===== src/rtl/alu_issue_pkg.sv =====
// Shared ISA constants and ALU request codes for the decode-side issuer
// and the EX-side ALU control decoder.
package alu_issue_pkg;

    // Opcodes understood by the issuer
    localparam logic [5:0] OP_RTYPE = 6'b000000;
    localparam logic [5:0] OP_LW    = 6'b100011;
    localparam logic [5:0] OP_SW    = 6'b101011;
    localparam logic [5:0] OP_ADDI  = 6'b001000;
    localparam logic [5:0] OP_BEQ   = 6'b000100;
    localparam logic [5:0] OP_J     = 6'b000010;

    // R-type func codes consumed by the ALU control decoder
    localparam logic [5:0] FUNC_ADD = 6'b100000;
    localparam logic [5:0] FUNC_SUB = 6'b100010;
    localparam logic [5:0] FUNC_AND = 6'b100100;
    localparam logic [5:0] FUNC_OR  = 6'b100101;
    localparam logic [5:0] FUNC_SLT = 6'b101010;

    // 2-bit ALU request codes
    localparam logic [1:0] INOP_PUSH_ADD   = 2'd0;
    localparam logic [1:0] INOP_PUSH_SUB   = 2'd1;
    localparam logic [1:0] INOP_DIAGNOSTIC = 2'd2;
    localparam logic [1:0] INOP_NOP        = 2'd3;

    // ID/EX pipeline register content
    typedef struct packed {
        logic [1:0] inop;
        logic [5:0] func;
        logic [4:0] rs;
        logic [4:0] rt;
        logic [4:0] rd;
        logic       mem_read;
        logic       mem_write;
        logic       reg_write;
        logic       reg_dst;
        logic       alu_src;
        logic       valid;
    } idex_t;

    // Bubble: nop request, everything else cleared
    function automatic idex_t idex_bubble();
        idex_t b;
        b      = '0;
        b.inop = INOP_NOP;
        return b;
    endfunction

endpackage


===== src/rtl/alu_issue_stage_decode.sv =====
// issue_decode: pure combinational opcode -> ALU request + control bits.
module issue_decode
    import alu_issue_pkg::*;
(
    input  logic [5:0] opcode,
    output logic [1:0] inop,
    output logic       mem_read,
    output logic       mem_write,
    output logic       reg_write,
    output logic       reg_dst,
    output logic       alu_src,
    output logic       uses_rt
);

    // Opcode decode; j and undefined opcodes fall to nop with no control
    always_comb begin
        inop      = INOP_NOP;
        mem_read  = 1'b0;
        mem_write = 1'b0;
        reg_write = 1'b0;
        reg_dst   = 1'b0;
        alu_src   = 1'b0;
        uses_rt   = 1'b0;
        case (opcode)
            OP_RTYPE: begin
                inop      = INOP_DIAGNOSTIC;
                reg_write = 1'b1;
                reg_dst   = 1'b1;
                uses_rt   = 1'b1;
            end
            OP_LW: begin
                inop      = INOP_PUSH_ADD;
                mem_read  = 1'b1;
                reg_write = 1'b1;
                alu_src   = 1'b1;
            end
            OP_SW: begin
                inop      = INOP_PUSH_ADD;
                mem_write = 1'b1;
                alu_src   = 1'b1;
                uses_rt   = 1'b1;
            end
            OP_ADDI: begin
                inop      = INOP_PUSH_ADD;
                reg_write = 1'b1;
                alu_src   = 1'b1;
            end
            OP_BEQ: begin
                inop      = INOP_PUSH_SUB;
                uses_rt   = 1'b1;
            end
            OP_J:    inop = INOP_NOP;
            default: inop = INOP_NOP;
        endcase
    end

endmodule


===== src/rtl/alu_issue_stage.sv =====
// alu_issue_stage: ID/EX register with load-use hazard bubbles, branch
// flush, downstream hold and a saturating bubble counter.
module alu_issue_stage
    import alu_issue_pkg::*;
(
    input  logic        clk,
    input  logic        rst,
    input  logic [5:0]  id_opcode,
    input  logic [5:0]  id_func,
    input  logic [4:0]  id_rs,
    input  logic [4:0]  id_rt,
    input  logic [4:0]  id_rd,
    input  logic        id_valid,
    input  logic        flush,
    input  logic        hold,
    output logic        stall,
    output logic [1:0]  ex_inop,
    output logic [5:0]  ex_func,
    output logic [4:0]  ex_rs,
    output logic [4:0]  ex_rt,
    output logic [4:0]  ex_rd,
    output logic        ex_mem_read,
    output logic        ex_mem_write,
    output logic        ex_reg_write,
    output logic        ex_reg_dst,
    output logic        ex_alu_src,
    output logic        ex_valid,
    output logic [15:0] bubble_count
);

    idex_t      idex_q;
    idex_t      idex_d;
    logic [1:0] dec_inop;
    logic       dec_mem_read;
    logic       dec_mem_write;
    logic       dec_reg_write;
    logic       dec_reg_dst;
    logic       dec_alu_src;
    logic       dec_uses_rt;
    logic       hz;

    issue_decode u_decode (
        .opcode    (id_opcode),
        .inop      (dec_inop),
        .mem_read  (dec_mem_read),
        .mem_write (dec_mem_write),
        .reg_write (dec_reg_write),
        .reg_dst   (dec_reg_dst),
        .alu_src   (dec_alu_src),
        .uses_rt   (dec_uses_rt)
    );

    // Load in EX whose destination feeds the ID instruction; r0 never hazards
    always_comb begin
        hz = idex_q.valid & idex_q.mem_read & id_valid & (idex_q.rt != 5'd0) &
             ((idex_q.rt == id_rs) | ((idex_q.rt == id_rt) & dec_uses_rt));
    end

    // IF/ID and PC freeze; a flush squashes ID so nothing needs holding
    assign stall = (hz | hold) & ~flush;

    // Decoded ID instruction as it would enter ID/EX; invalid ID becomes a bubble
    always_comb begin
        idex_d = idex_bubble();
        if (id_valid) begin
            idex_d.inop      = dec_inop;
            idex_d.func      = id_func;
            idex_d.rs        = id_rs;
            idex_d.rt        = id_rt;
            idex_d.rd        = id_rd;
            idex_d.mem_read  = dec_mem_read;
            idex_d.mem_write = dec_mem_write;
            idex_d.reg_write = dec_reg_write;
            idex_d.reg_dst   = dec_reg_dst;
            idex_d.alu_src   = dec_alu_src;
            idex_d.valid     = 1'b1;
        end
    end

    // ID/EX register and bubble counter: rst > flush > hold > hazard > load
    always_ff @(posedge clk) begin
        if (rst) begin
            idex_q       <= idex_bubble();
            bubble_count <= 16'd0;
        end else if (flush) begin
            idex_q <= idex_bubble();
        end else if (hold) begin
            idex_q <= idex_q;
        end else if (hz) begin
            idex_q <= idex_bubble();
            if (bubble_count != 16'hFFFF)
                bubble_count <= bubble_count + 16'd1;
        end else begin
            idex_q <= idex_d;
        end
    end

    assign ex_inop      = idex_q.inop;
    assign ex_func      = idex_q.func;
    assign ex_rs        = idex_q.rs;
    assign ex_rt        = idex_q.rt;
    assign ex_rd        = idex_q.rd;
    assign ex_mem_read  = idex_q.mem_read;
    assign ex_mem_write = idex_q.mem_write;
    assign ex_reg_write = idex_q.reg_write;
    assign ex_reg_dst   = idex_q.reg_dst;
    assign ex_alu_src   = idex_q.alu_src;
    assign ex_valid     = idex_q.valid;

endmodule

===== config.mk =====
export PLATFORM = sky130hd
export DESIGN_NAME = alu_issue_stage
export DESIGN_NICKNAME = d
export VERILOG_FILES = /design/src/rtl/alu_issue_pkg.sv /design/src/rtl/alu_issue_stage_decode.sv /design/src/rtl/alu_issue_stage.sv
export SDC_FILE = /design/constraint.sdc
export NUM_CORES = 1
export LEC_CHECK = 0
export BUFFER_PORTS_ARGS = -buffer_cell sky130_fd_sc_hd__buf_2
export CAP_MARGIN = 20
export CORE_ASPECT_RATIO = 0.7
export CORE_UTILIZATION = 45
export DETAILED_ROUTE_END_ITERATION = 6
export HOLD_SLACK_MARGIN = 0.08
export PLACE_DENSITY_LB_ADDON = 0.05
export REMOVE_ABC_BUFFERS = 1
export SLEW_MARGIN = 20
export SYNTH_ARGS = -nofsm -noshare
export SYNTH_HDL_FRONTEND = slang
export SYNTH_SLANG_ARGS = --single-unit

===== constraint.sdc =====
create_clock -name clk -period 2.2 [get_ports clk]
set_input_delay 0.22 -clock clk [delete_from_list [all_inputs] [get_ports clk]]
set_output_delay 0.22 -clock clk [all_outputs]
set_load 0.02 [all_outputs]

# Word-level counts from Yosys, hierarchy flattened
# Cells that the tools add are included.
[op_classes]
muxes = 9
add_sub_neg = 1
bitwise = 10
n_reduce_logical = 7
n_eq_ne = 7
[op_table]
columns = ["operator", "n"]
rows = [
  ["$mux W29", 2],
  ["$add A16 B1 Y16 const B", 1],
  ["$ne A16 B16 Y1 const B", 1],
  ["$eq A6 B6 Y1 const B", 2],
  ["$eq A5 B5 Y1", 2],
  ["$reduce_or A3 Y1", 3],
  ["$and A1 B1 Y1", 6],
  ["$eq A6 B3 Y1 const B", 1],
  ["$eq A6 B4 Y1 const B", 1],
  ["$logic_not A6 Y1", 1],
  ["$mux W1", 6],
  ["$pmux W2 S3", 1],
  ["$reduce_bool A5 Y1", 1],
  ["$reduce_and A4 Y1", 1],
  ["$not A1 Y1", 2],
  ["$or A1 B1 Y1", 2],
  ["$reduce_or A2 Y1", 1],
]
[word_totals]
register_bits = 45
out_inout_bits = 46
elab_cells = 46
inputBits = 32

# Depth between registers and ports, before layout
[depth]
depth_word = 8
mapped_depth = 8
depth_no_buf = 6

# By module
# Synthesis repeated with hierarchy kept, for this count alone.
[unflattened]
hier_cells = 214
area_unflattened_um2 = 2030.7
[modules_own_cells]
columns = ["mod", "seq_area_each_um2", "area_per_inst_um2", "n_inst", "cells_per_inst"]
rows = [
  ["alu_issue_stage", 900.9, 1919.3, 1, 197],
  ["issue_decode", 0.0, 111.4, 1, 17],
]

# Worst setup path before layout
# OpenSTA, ideal clock, no wires.
[synth_timing]
kind = "register -> output"
from = "register idex_q, in the netlist ex_rt[0]"
to = "output port stall"
t_arrival_ps = 1893
slack_ps = 87
path_stages_with_launch = 8
path_buffers = 2
t_required_ps = 1980
cell_sequence = "dfxtp_1 -> nor3_1 -> a21oi_2 -> nand4_1 -> o31a_2 -> clkbuf_1 -> buf_2 -> a21oi_1"
[synth_via]
elab_chain_len = 6
word_cells_on_any_way = 9
cone_classes = "2 x eq/ne; 6 x bitwise; 1 x reduce/logical"
[synth_lines]
columns = ["element", "line", "text"]
rows = [
  ["start: declaration", "alu_issue_stage.sv:31", "idex_t idex_q;"],
  ["start signal: assignment", "alu_issue_stage.sv:83", "idex_q <= idex_bubble();"],
  ["start signal: assignment", "alu_issue_stage.sv:86", "idex_q <= idex_bubble();"],
  ["start signal: assignment", "alu_issue_stage.sv:88", "idex_q <= idex_q;"],
  ["$eq A5 B5 Y1", "alu_issue_stage.sv:56", "((idex_q.rt == id_rs) | ((idex_q.rt == id_rt) & dec_uses_rt));"],
  ["$and A1 B1 Y1", "alu_issue_stage.sv:56", ""],
  ["$or A1 B1 Y1", "alu_issue_stage.sv:56", ""],
  ["$and A1 B1 Y1 *", "alu_issue_stage.sv:55", "hz = idex_q.valid & idex_q.mem_read & id_valid & (idex_q.rt != 5'd0) &"],
  ["$or A1 B1 Y1 *", "alu_issue_stage.sv:60", "assign stall = (hz | hold) & ~flush;"],
  ["$and A1 B1 Y1 *", "alu_issue_stage.sv:60", ""],
  ["end: declaration", "alu_issue_stage.sv:16", "output logic stall,"],
]
# Every way passes the cells marked *; elsewhere a longest branch is shown, timed or not.

# Worst setup path in the final report
[layout_timing]
from = "register idex_q, in the netlist ex_rt[3]"
to = "register bubble_count[12]"
[layout_via]
elab_chain_len = 5
word_cells_on_any_way = 8
cone_classes = "2 x eq/ne; 4 x bitwise; 2 x reduce/logical"
[layout_lines]
columns = ["element", "line", "text"]
rows = [
  ["$eq A5 B5 Y1", "alu_issue_stage.sv:56", ""],
  ["$and A1 B1 Y1", "alu_issue_stage.sv:56", ""],
  ["$or A1 B1 Y1", "alu_issue_stage.sv:56", ""],
  ["$and A1 B1 Y1 *", "alu_issue_stage.sv:55", ""],
  ["$reduce_and A4 Y1 (no line) *", "-", ""],
  ["end signal: assignment", "alu_issue_stage.sv:92", "bubble_count <= bubble_count + 16'd1;"],
  ["end: declaration", "alu_issue_stage.sv:28", "output logic [15:0] bubble_count"],
]
# Marked as above.
# A chain may end at the register's enable or synchronous reset.

==> flow_metrics.py <==
metrics = {
    "global_route": {
        "grt_overflow_total": 0,
        "grt_start_max_net_pins": 32,
        "grt_pass1_vias": 1603,
        "grtUsageTotal_pct": 21.1,
        "antenna_found_initial": 0,
        "grt_pass1_wl_um": 7510,
    },
    "setup_path": {
        "critPathArrivalTime_ps": 2360,
        "critPathCaptureType": "register",
        "cp_max_fo": 8,
        "critPathLaunchType": "register",
        "critPathKind": "register to register",
        "critPathRequiredTime_ps": 2430,
    },
    "cts": {
        "htreeDepth": 2,
        "cts_tree": "yes",
        "root_buffer": "clkbuf_8",
        "cts_sinks": 45,
        "numCtsBuffers": 5,
        "cts_hold_buf": 0,
        "clk_pin_slew_worst_paths_ps": 90,
        "clockBufferDepth": 2,
        "clock_latency_ps": 290,
    },
    "floorplan": {
        "core_area_um2": 4070,
        "die_h_um": 57.5,
        "die_w_um": 81.2,
        "initial_core_util_pct": 48.6,
        "die-area_um2": 4670,
        "num_rows": 19,
        "ios": 78,
    },
    "drt": {
        "vias": 1887,
        "first_pass_iters": 4,
        "drt_iter0_markers": 113,
        "drc_errors": 0,
        "via_per_inst": 5.49,
        "ant_nets": 0,
        "routed_wirelength_um": 4950,
        "wire_per_inst_um": 14.4,
    },
    "layout": {
        "n_antenna_cell": 0,
        "final_cells": 344,
        "num-nets-final": 324,
        "synthToLayoutAreaGrowth_pct": 33.5,
        "drive_gt1_share_pct": 39.0,
    },
    "sta": {
        "finalHoldViolCount": 0,
        "maxSlewHeadroom_pct": 75.1,
        "fin_ws_ps": 74.0,
        "fin_crit_sh_pct": 96.6,
        "tightest_slew_ps": 373,
        "clock_skew_ps": 7.55,
        "setup_violations": 0,
        "period_needed_ps": 2130,
        "slew_violations": 0,
        "fin_setup_tns_ps": 0,
        "hold_slack_ps": 138,
        "max_freq_ghz": 0.470,
    },
    "placement": {
        "placed_cells": 331,
        "dp_slack_ps": 42.2,
        "hpwl_um": 3390,
        "routabilityCongestion": 0.786,
        "io_buffers": 77,
    },
    "synthesis": {
        "synth_cell_types": 35,
        "seq_area_frac_synth_pct": 45.6,
        "syn_inst": 208,
        "ys.flop_type": "dfxtp_1",
        "yosys_warnings": 0,
        "yosys.area.top_type": "dfxtp_1",
        "yosys-top-cells-area": "dfxtp_1 46%, a22o_1 12%, or4_1 3.8%",
        "synth_edf_count": 0,
        "yosys-top-cells-count": "45 x dfxtp_1, 26 x a22o_1, 18 x nor2_1",
        "synth.most_common_cell": "dfxtp_1",
        "synth-seq-cells": 45,
        "synthArstFlopShare_pct": 0,
        "syn_area_um2": 1980,
        "syn_avg_cell_area_um2": 9.50,
        "yosysTopAreaCellShare_pct": 45.6,
    },
    "pwr": {
        "power-per-cell-area_nw_per_um2": 574,
        "ir_drop_v": 0.000356,
        "p_leak_nw": 1.16,
    },
    "min_path": {
        "hold_class": "input port to register",
    },
    "status": {
        "status": "completed",
    },
    "flow_run": {
        "max_cap_viol_count": 0,
    },
}
[routing by layer]
| metal | track usage (%) | share of wire, % | up-vias |
|---|---|---|---|
| met2 | 30.3 | 43 | 67 |
| li1 | - | - | 947 |
| met3 | 5.76 | 6.2 | 0 |
| met1 | 31.6 | 51 | 873 |
| met4 | 3.83 | 0 | 0 |
| met5 | 0 | 0 | - |
[cell families (layout without fill, tap and decap cells)]
family | after synthesis | in the layout | share of synthesized area, %
AOI/OAI and AO/OA | 60 | 61 | 22.1
xor gates and xnor gates | 11 | 11 | 4.87
adders and majority gates | 1 | 1 | 0.633
buffers and inverters | 15 | 98 | 3.67
DFF | 45 | 45 | 45.6
muxes | 4 | 4 | 2.28
and+or+nand+nor | 72 | 72 | 20.9
[state kept, by name, summed over array words and instances (netlist names), 2 cells and up]
| signal | flops |
|---|---|
| ex_func | 6 |
| ex_inop | 2 |
| bubble_count | 16 |
| ex_rt | 5 |
| ex_rd | 5 |
| ex_rs | 5 |
[final cells by class]
class / instances / area, µm²
Clock buffer: 7 / 96.3
Clock inverter: 1 / 5.00
Fill cell: 359 / 1430
Inverter: 4 / 15.0
Multi-Input combinational cell: 149 / 1080
Sequential cell: 45 / 906
Tap cell: 52 / 65.1
Timing Repair Buffer: 86 / 472
[final timing paths]
kind                            depth (start not counted)  slack, ps       start                to
worst max-delay path                                    7         70    ex_rt[3]  bubble_count[12]
worst min-delay path                                    2        140  id_func[1]        ex_func[1]
worst max register to register                          7         70    ex_rt[3]  bubble_count[12]
worst min register to register                          1        470    ex_rs[2]          ex_rs[2]
[critical path, cell delays in order (launching register included)]
cell	delay [ps]
dfxtp_1	450
nor2_1	100
a21oi_2	170
nand4_1	160
o31a_4	370
buf_12	150
or4_1	520
a21oi_2	140
[what timing repair did]
item,4_1_cts,5_1_grt
setup endpoints to repair,1,24
resized for setup,1,16
buffers inserted,0,4
pin swaps,0,8
gates cloned,0,1
hold endpoints to repair,0,0
[report_power, final]
group          total, mW  internal [mW]  switching, mW
Clock              0.559          0.284          0.275
Combinational      0.128         0.0529         0.0756
Sequential         0.828          0.822        0.00677
Total               1.52           1.16          0.357
[placed cells by master (no fill, tap or decap), types with 2 or more instances in the layout]
cell      count
a21oi_1       9
a21oi_2       6
a22o_1       26
and3_1        2
buf_2        76
buf_4         8
clkbuf_8      7
dfxtp_1      43
inv_1         4
mux2_1        4
nand2_1       9
nand3_1       6
nand4_1       5
nor2_1       18
nor2b_1       5
nor3_1        2
nor3_2        2
nor4b_2       2
o21ai_0       6
o31ai_1       9
or3_1         5
or4_1         8
or4_4         2
xnor2_1       4
xor2_1        6
[through the flow]
step / utilization, % / power [mW] / instance area (µm²)
2_1_floorplan: - / 0.902 / 1920
3_3_place_gp: 59.3 / 0.967 / 2410
3_5_place_dp: 59.3 / 0.968 / 2410
4_1_cts: 62.0 / 1.52 / 2520
5_1_grt: 64.9 / 1.58 / 2640
6_report: 64.9 / 1.52 / 2640
Note: power is estimated with default switching activity, not from simulation.
